[config.mk]
export PLATFORM = sky130hd
export DESIGN_NAME = adapted_keccak_out_pipe
export DESIGN_NICKNAME = d
export VERILOG_FILES = /design/src/rtl/adapted_keccak_out_pipe.sv
export SDC_FILE = /design/constraint.sdc
export NUM_CORES = 1
export LEC_CHECK = 0
export BUFFER_PORTS_ARGS = -buffer_cell sky130_fd_sc_hd__buf_2
export CORE_MARGIN = 3
export CORE_UTILIZATION = 35
export CTS_CLUSTER_SIZE = 10
export DETAILED_ROUTE_END_ITERATION = 12
export PLACE_DENSITY_LB_ADDON = 0.08
export SLEW_MARGIN = 20
export SYNTH_ARGS = -nofsm -noshare
export SYNTH_HDL_FRONTEND = slang
export SYNTH_SLANG_ARGS = --single-unit
[constraint.sdc]
create_clock -name clk -period 7.77 [get_ports clk]
set_input_delay 0 -clock clk [delete_from_list [all_inputs] [get_ports clk]]
set_output_delay 0 -clock clk [all_outputs]
set_load 0.05 [all_outputs]
[src/rtl/adapted_keccak_out_pipe.sv]
// Registered Keccak squeeze adapter: turns squeezed words into Frodo error
// samples (or passes them raw) and tags the last word of each command.
//
// Ports:
//   clk, rst             clock, synchronous active-high reset
//   cmd / cmd_isReady    {numWords, skipIsLast, sample} command push
//   cmd_canReceive       command buffer not full
//   config_whichSampling one-hot table select, latched at command start
//   k__out*              squeeze input handshake, k__out_isLast on last accept
//   h__in*               registered output word handshake with last tag
//   busy                 command active or output register valid
// Optional macro ADAPTED_KECCAK_OUT_PIPE_STATS_EN adds stats_words/stats_clear,
// a saturating count of sampled words drained on h__in.
module adapted_keccak_out_pipe #(
    parameter int W         = 64,
    parameter int CMD_DEPTH = 4,
    parameter int CNT_W     = 9
) (
    input  logic             clk,
    input  logic             rst,
    input  logic [CNT_W+1:0] cmd,
    input  logic             cmd_isReady,
    output logic             cmd_canReceive,
    input  logic [2:0]       config_whichSampling,
    input  logic [W-1:0]     k__out,
    input  logic             k__out_isReady,
    output logic             k__out_canReceive,
    output logic             k__out_isLast,
    output logic [W-1:0]     h__in,
    output logic             h__in_isReady,
    input  logic             h__in_canReceive,
    output logic             h__in_isLast,
    output logic             busy
`ifdef ADAPTED_KECCAK_OUT_PIPE_STATS_EN
    ,
    output logic [31:0]      stats_words,
    input  logic             stats_clear
`endif
);

    localparam int LANES  = W / 16;
    localparam int PTR_W  = (CMD_DEPTH > 1) ? $clog2(CMD_DEPTH) : 1;
    localparam int FILL_W = $clog2(CMD_DEPTH + 1);

    localparam logic [14:0] TBL0 [12] = '{
        15'd4643,  15'd13363, 15'd20579, 15'd25843,
        15'd29227, 15'd31145, 15'd32103, 15'd32525,
        15'd32689, 15'd32745, 15'd32762, 15'd32766
    };
    localparam logic [14:0] TBL1 [10] = '{
        15'd5638,  15'd15915, 15'd23689, 15'd28571,
        15'd31116, 15'd32217, 15'd32613, 15'd32731,
        15'd32760, 15'd32766
    };
    localparam logic [14:0] TBL2 [6] = '{
        15'd9142,  15'd23462, 15'd30338,
        15'd32361, 15'd32725, 15'd32765
    };

    typedef enum logic {
        IDLE,
        RUN
    } state_t;

    state_t state, stateNext;

    // Command FIFO
    logic [CNT_W+1:0] fifoMem [CMD_DEPTH];
    logic [PTR_W-1:0] wrPtr, rdPtr;
    logic [FILL_W-1:0] fill;
    logic push, pop, full, empty;
    logic [CNT_W+1:0] head;
    logic [CNT_W-1:0] headNum;

    // Active command
    logic [CNT_W-1:0] cnt;
    logic skipL, sampleL;
    logic [2:0] cfgL;
    logic start, accept, lastAccept, drain;

    // Output register
    logic [W-1:0] hData;
    logic hValid, hLast;
    logic [W-1:0] sampled, wordNext;

    function automatic logic [PTR_W-1:0] ptrInc(input logic [PTR_W-1:0] p);
        return (p == PTR_W'(CMD_DEPTH - 1)) ? '0 : p + 1'b1;
    endfunction

    // Lowest set config bit selects the table; no bit set forces zero.
    function automatic logic [15:0] sampleLane(
        input logic [15:0] lane,
        input logic [2:0]  cfg
    );
        logic [14:0] val;
        logic [3:0]  mag;
        logic [15:0] m;
        val = lane[15:1];
        mag = 4'd0;
        if (cfg[0]) begin
            for (int i = 0; i < 12; i++)
                if (val > TBL0[i]) mag = mag + 4'd1;
        end else if (cfg[1]) begin
            for (int i = 0; i < 10; i++)
                if (val > TBL1[i]) mag = mag + 4'd1;
        end else if (cfg[2]) begin
            for (int i = 0; i < 6; i++)
                if (val > TBL2[i]) mag = mag + 4'd1;
        end
        m = {12'd0, mag};
        // Negating a zero magnitude is still zero, so -0 needs no special case.
        return lane[0] ? (16'd0 - m) : m;
    endfunction

    assign full           = (fill == FILL_W'(CMD_DEPTH));
    assign empty          = (fill == '0);
    assign cmd_canReceive = ~full;
    assign push           = cmd_isReady & ~full;
    assign head           = fifoMem[rdPtr];
    assign headNum        = head[CNT_W+1:2];

    always_ff @(posedge clk) begin
        if (rst) begin
            wrPtr <= '0;
            rdPtr <= '0;
            fill  <= '0;
        end else begin
            if (push) wrPtr <= ptrInc(wrPtr);
            if (pop)  rdPtr <= ptrInc(rdPtr);
            unique case ({push, pop})
                2'b10:   fill <= fill + 1'b1;
                2'b01:   fill <= fill - 1'b1;
                default: fill <= fill;
            endcase
        end
    end

    always_ff @(posedge clk) begin
        if (push) fifoMem[wrPtr] <= cmd;
    end

    assign drain             = hValid & h__in_canReceive;
    assign k__out_canReceive = (state == RUN) & (~hValid | h__in_canReceive);
    assign accept            = k__out_isReady & k__out_canReceive;
    assign lastAccept        = accept & (cnt == CNT_W'(1));
    assign k__out_isLast     = lastAccept & ~skipL;

    always_ff @(posedge clk) begin
        if (rst) state <= IDLE;
        else     state <= stateNext;
    end

    // Zero-count commands are popped without leaving IDLE.
    always_comb begin
        stateNext = state;
        pop       = 1'b0;
        start     = 1'b0;
        case (state)
            IDLE: begin
                if (!empty) begin
                    pop = 1'b1;
                    if (headNum != '0) begin
                        start     = 1'b1;
                        stateNext = RUN;
                    end
                end
            end
            RUN: begin
                if (lastAccept) stateNext = IDLE;
            end
            default: stateNext = IDLE;
        endcase
    end

    always_ff @(posedge clk) begin
        if (rst) begin
            cnt     <= '0;
            skipL   <= 1'b0;
            sampleL <= 1'b0;
            cfgL    <= 3'd0;
        end else if (start) begin
            cnt     <= headNum;
            skipL   <= head[1];
            sampleL <= head[0];
            cfgL    <= config_whichSampling;
        end else if (accept) begin
            cnt <= cnt - 1'b1;
        end
    end

    for (genvar g = 0; g < LANES; g++) begin : gLane
        assign sampled[g*16 +: 16] = sampleLane(k__out[g*16 +: 16], cfgL);
    end

    assign wordNext = sampleL ? sampled : k__out;

    // A refill in the same cycle as a drain keeps valid high.
    always_ff @(posedge clk) begin
        if (rst) begin
            hData  <= '0;
            hValid <= 1'b0;
            hLast  <= 1'b0;
        end else if (accept) begin
            hData  <= wordNext;
            hValid <= 1'b1;
            hLast  <= k__out_isLast;
        end else if (drain) begin
            hValid <= 1'b0;
            hLast  <= 1'b0;
        end
    end

    assign h__in         = hData;
    assign h__in_isReady = hValid;
    assign h__in_isLast  = hLast;
    assign busy          = (state == RUN) | hValid;

`ifdef ADAPTED_KECCAK_OUT_PIPE_STATS_EN
    logic hSample;
    logic [31:0] statsCnt;

    always_ff @(posedge clk) begin
        if (rst)         hSample <= 1'b0;
        else if (accept) hSample <= sampleL;
        else if (drain)  hSample <= 1'b0;
    end

    always_ff @(posedge clk) begin
        if (rst || stats_clear)
            statsCnt <= '0;
        else if (drain && hSample && statsCnt != 32'hFFFF_FFFF)
            statsCnt <= statsCnt + 32'd1;
    end

    assign stats_words = statsCnt;
`endif

endmodule
==> flow_metrics.env <==
export IMPL_fin_cells=3281
export IMPL_hold_viol_final=0
export IMPL_fp_dieW_um=236
export IMPL_final_common_cell="nand2_1"
export IMPL_area_growth_pct=17.1
export IMPL_nNetsFinal=2782
export IMPL_placedCellCount=3175
export IMPL_max_freq_mhz=135
export IMPL_r2r_cells=11
export IMPL_ioPinCount=153
export IMPL_drt_initial_drc_count=1482
export IMPL_critical_path_endpoint="h__in[34]"
export IMPL_tritoncts="done"
export IMPL_fin_util_pct=41.9
export IMPL_num_vias=19100
export IMPL_h_tree_depth=4
export IMPL_cpMaxStageDelayCell="or4_1"
export IMPL_clockBufferDepth=2
export IMPL_portBuffers=152
export IMPL_min_path_type="in -> reg"
export IMPL_max_slew_margin_pct=27.5
export IMPL_layout_common_cells="229 x nand2_1, 174 x nor2_1, 147 x o21ai_0, 147 x buf_2, 133 x inv_1"
export IMPL_drv_slew=0
export IMPL_via_per_inst=5.82
export IMPL_worstPathMaxFanout=13
export IMPL_r2r_end="h__in[21]"
export IMPL_cts_root_buf="clkbuf_16"
export IMPL_crit_top_cell="ha_1"
export IMPL_finalClockSkew_ns=0.0146
export IMPL_syn_area_per_cell_um2=7.64
export IMPL_syn_area_mm2=0.0186
export IMPL_path_class="in -> reg"
export IMPL_rows=83
export IMPL_fillCellCount=5308
export IMPL_hpwlAfterDp_mm=46.8
export IMPL_core_mm2=0.0519
export IMPL_worst_pin_slew_ns=1.09
export IMPL_grt_usage_pct=21.7
export IMPL_grt_overflow=0
export IMPL_ys_async_sr_fraction_pct=0
export IMPL_cts_sinks=134
export IMPL_reg2reg_slack_ns=4.37
export IMPL_antenna_found_initial=2
export IMPL_outcome="finished clean"
export IMPL_min_period_ns=7.38
export IMPL_leakage_uw=0.00853
export IMPL_die_area_mm2=0.0559
export IMPL_ir_worst_vdd_mv=0.168
export IMPL_grt_max_degree=91
export IMPL_ys_seq_area_share_pct=16.8
export IMPL_crit_path_start="k__out[38]"
export IMPL_die_h_um=236
export IMPL_grt_pass1_wl_mm=101
export IMPL_ys_seq_elements=134
export IMPL_path_clk_slew_ns=0.07
export IMPL_numCtsBuffers=17
export IMPL_drive_above_1_share_pct=16.7
export IMPL_critPathRequiredTime_ns=8.17
export IMPL_grt_pass1_vias=18300
export IMPL_syn_inst=2432
export IMPL_wl_mm=63.0
export IMPL_worstSkewPairLatency_ns=0.48
export IMPL_route_antenna_remaining_nets=0
export IMPL_finalSetupViolCount=0
export IMPL_worstSetupEndpointType="flop"
export IMPL_startpoint_type="primary input"
export IMPL_synth_fp_nets=2628
export IMPL_cp_data_arrival_time_ns=7.78
export IMPL_power_density_mw_per_mm2=193
export IMPL_wire_per_inst_um=19.2
export IMPL_place_gp_congestion=0.901
export IMPL_start_util_pct=35.8
export IMPL_ys_warn_count=0
export IMPL_period_share_pct=95.0
export IMPL_route_detailed_drc=0
export IMPL_cp_slowest_stage_delay_ns=0.57
export IMPL_drtPass1Iterations=5
export IMPL_drv_cap=0
export IMPL_rr_startpoint="cfgL[0]"
export IMPL_yosys_cell_types_count=113
export IMPL_synth_enable_flop_cells=44
export IMPL_ys_flop_type="dfxtp_1"
-- critical path: cells and delay by family --
| family | cells | cell delay [ns] |
|---|---|---|
| AND/OR/NAND/NOR | 15 | 3.15 |
| adder cells (fa/ha/maj) | 6 | 1.63 |
| buffers and inverters | 6 | 1.20 |
| AO/OA/AOI/OAI | 5 | 0.84 |
| multiplexers | 4 | 0.75 |
| XOR/XNOR | 2 | 0.22 |
-- logic make-up (layout without fill, tap and decap cells) --
logic type / after synthesis / in the layout / synth area share (%)
adder cells (fa/ha/maj): 113 / 113 / 7.65
AND/OR/NAND/NOR: 902 / 902 / 25.6
AO/OA/AOI/OAI: 693 / 693 / 26.2
buffers and inverters: 304 / 471 / 6.86
flip-flops: 134 / 134 / 16.8
multiplexers: 75 / 75 / 4.86
other: 0 / 2 / 0
XOR/XNOR: 211 / 211 / 12.0
-- state kept, by name, indices dropped and copies added (netlist names), 2 cells and up, named ones only --
signal,cells
cfgL,3
cnt,9
fifoMem,44
fill,3
h__in,64
rdPtr,2
wrPtr,2
-- layout make-up --
class | instances | area [um2] | share of cell area (%)
Antenna cell | 2 | 5.00 | 0.0230
Timing Repair Buffer | 299 | 2080 | 9.57
Sequential cell | 134 | 3120 | 14.3
Clock inverter | 15 | 201 | 0.925
Multi-Input combinational cell | 1994 | 14600 | 66.8
Clock buffer | 17 | 425 | 1.95
Tap cell | 680 | 851 | 3.91
Inverter | 140 | 533 | 2.45
-- report_power, final --
part | leakage [uW] | internal (uW) | switching (uW)
sequential | 0.00114 | 860 | 125
clock | 0.000309 | 493 | 383
combinational | 0.00708 | 893 | 1440
-- layer usage --
metal | share of wire, % | vias to the layer above | track usage, %
li1 | - | 9296 | -
met1 | 47 | 9172 | 30.2
met2 | 45 | 530 | 34.9
met3 | 4.8 | 89 | 3.12
met4 | 2.3 | 0 | 6.63
met5 | 0 | - | 0
-- what timing repair did --
| item | in CTS | in global routing |
|---|---|---|
| gates resized for setup | 0 | 80 |
| endpoints found under the setup margin | 0 | 59 |
| buffers inserted | 0 | 15 |
| hold endpoints to repair | 93 | 0 |
| hold buffers | 55 | 0 |
-- cell usage after synthesis (21+ instances only) --
cell type	count	area, um2
a211oi_1	30	225
a21oi_1	132	661
a31oi_1	59	369
and3_1	24	150
buf_2	56	280
clkbuf_1	91	342
dfxtp_1	90	1800
edfxtp_1	44	1320
ha_1	112	1400
inv_1	133	499
mux2i_1	52	521
nand2_1	232	871
nand2b_1	70	438
nand3_1	65	325
nand4_1	27	169
nor2_1	178	668
nor3_1	69	345
nor4_1	28	175
o211ai_1	39	293
o21a_1	21	158
o21ai_0	154	771
o31ai_1	25	188
or3_1	40	250
xnor2_1	124	1090
xor2_1	56	490
-- how the worst min path moves through the flow --
stage,endpoint,startpoint,depth (start not counted)
6_report,h__in[0],k__out_isReady,4
3_3_place_gp,fifoMem[1][1],cmd[1],1
3_5_place_dp,fifoMem[0][1],cmd[1],1
4_1_cts,h__in[0],k__out_isReady,4
5_1_grt,h__in[54],k__out[54],4
2_1_floorplan,fifoMem[0][0],cmd[0],0
-- per-stage QoR --
step / TNS [ns] / power, uW / worst slack [ns] / cell area [um2] / hold WS, ns
final: 0 / 4190 / 0.387 / 21800 / 0.0465
after global routing: -0.680 / 4510 / -0.0636 / 21800 / 0.0412
after CTS: 0 / 4140 / 0.0875 / 21200 / 0.00296
after detailed placement: 0 / 3220 / 0.0117 / 20100 / 0.223
after global placement: 0 / 3190 / 0.238 / 20100 / 0.216
after floorplan: 0 / 2650 / 0.520 / 18600 / 0.0989
No activity file was read; power rests on OpenSTA's default activity.
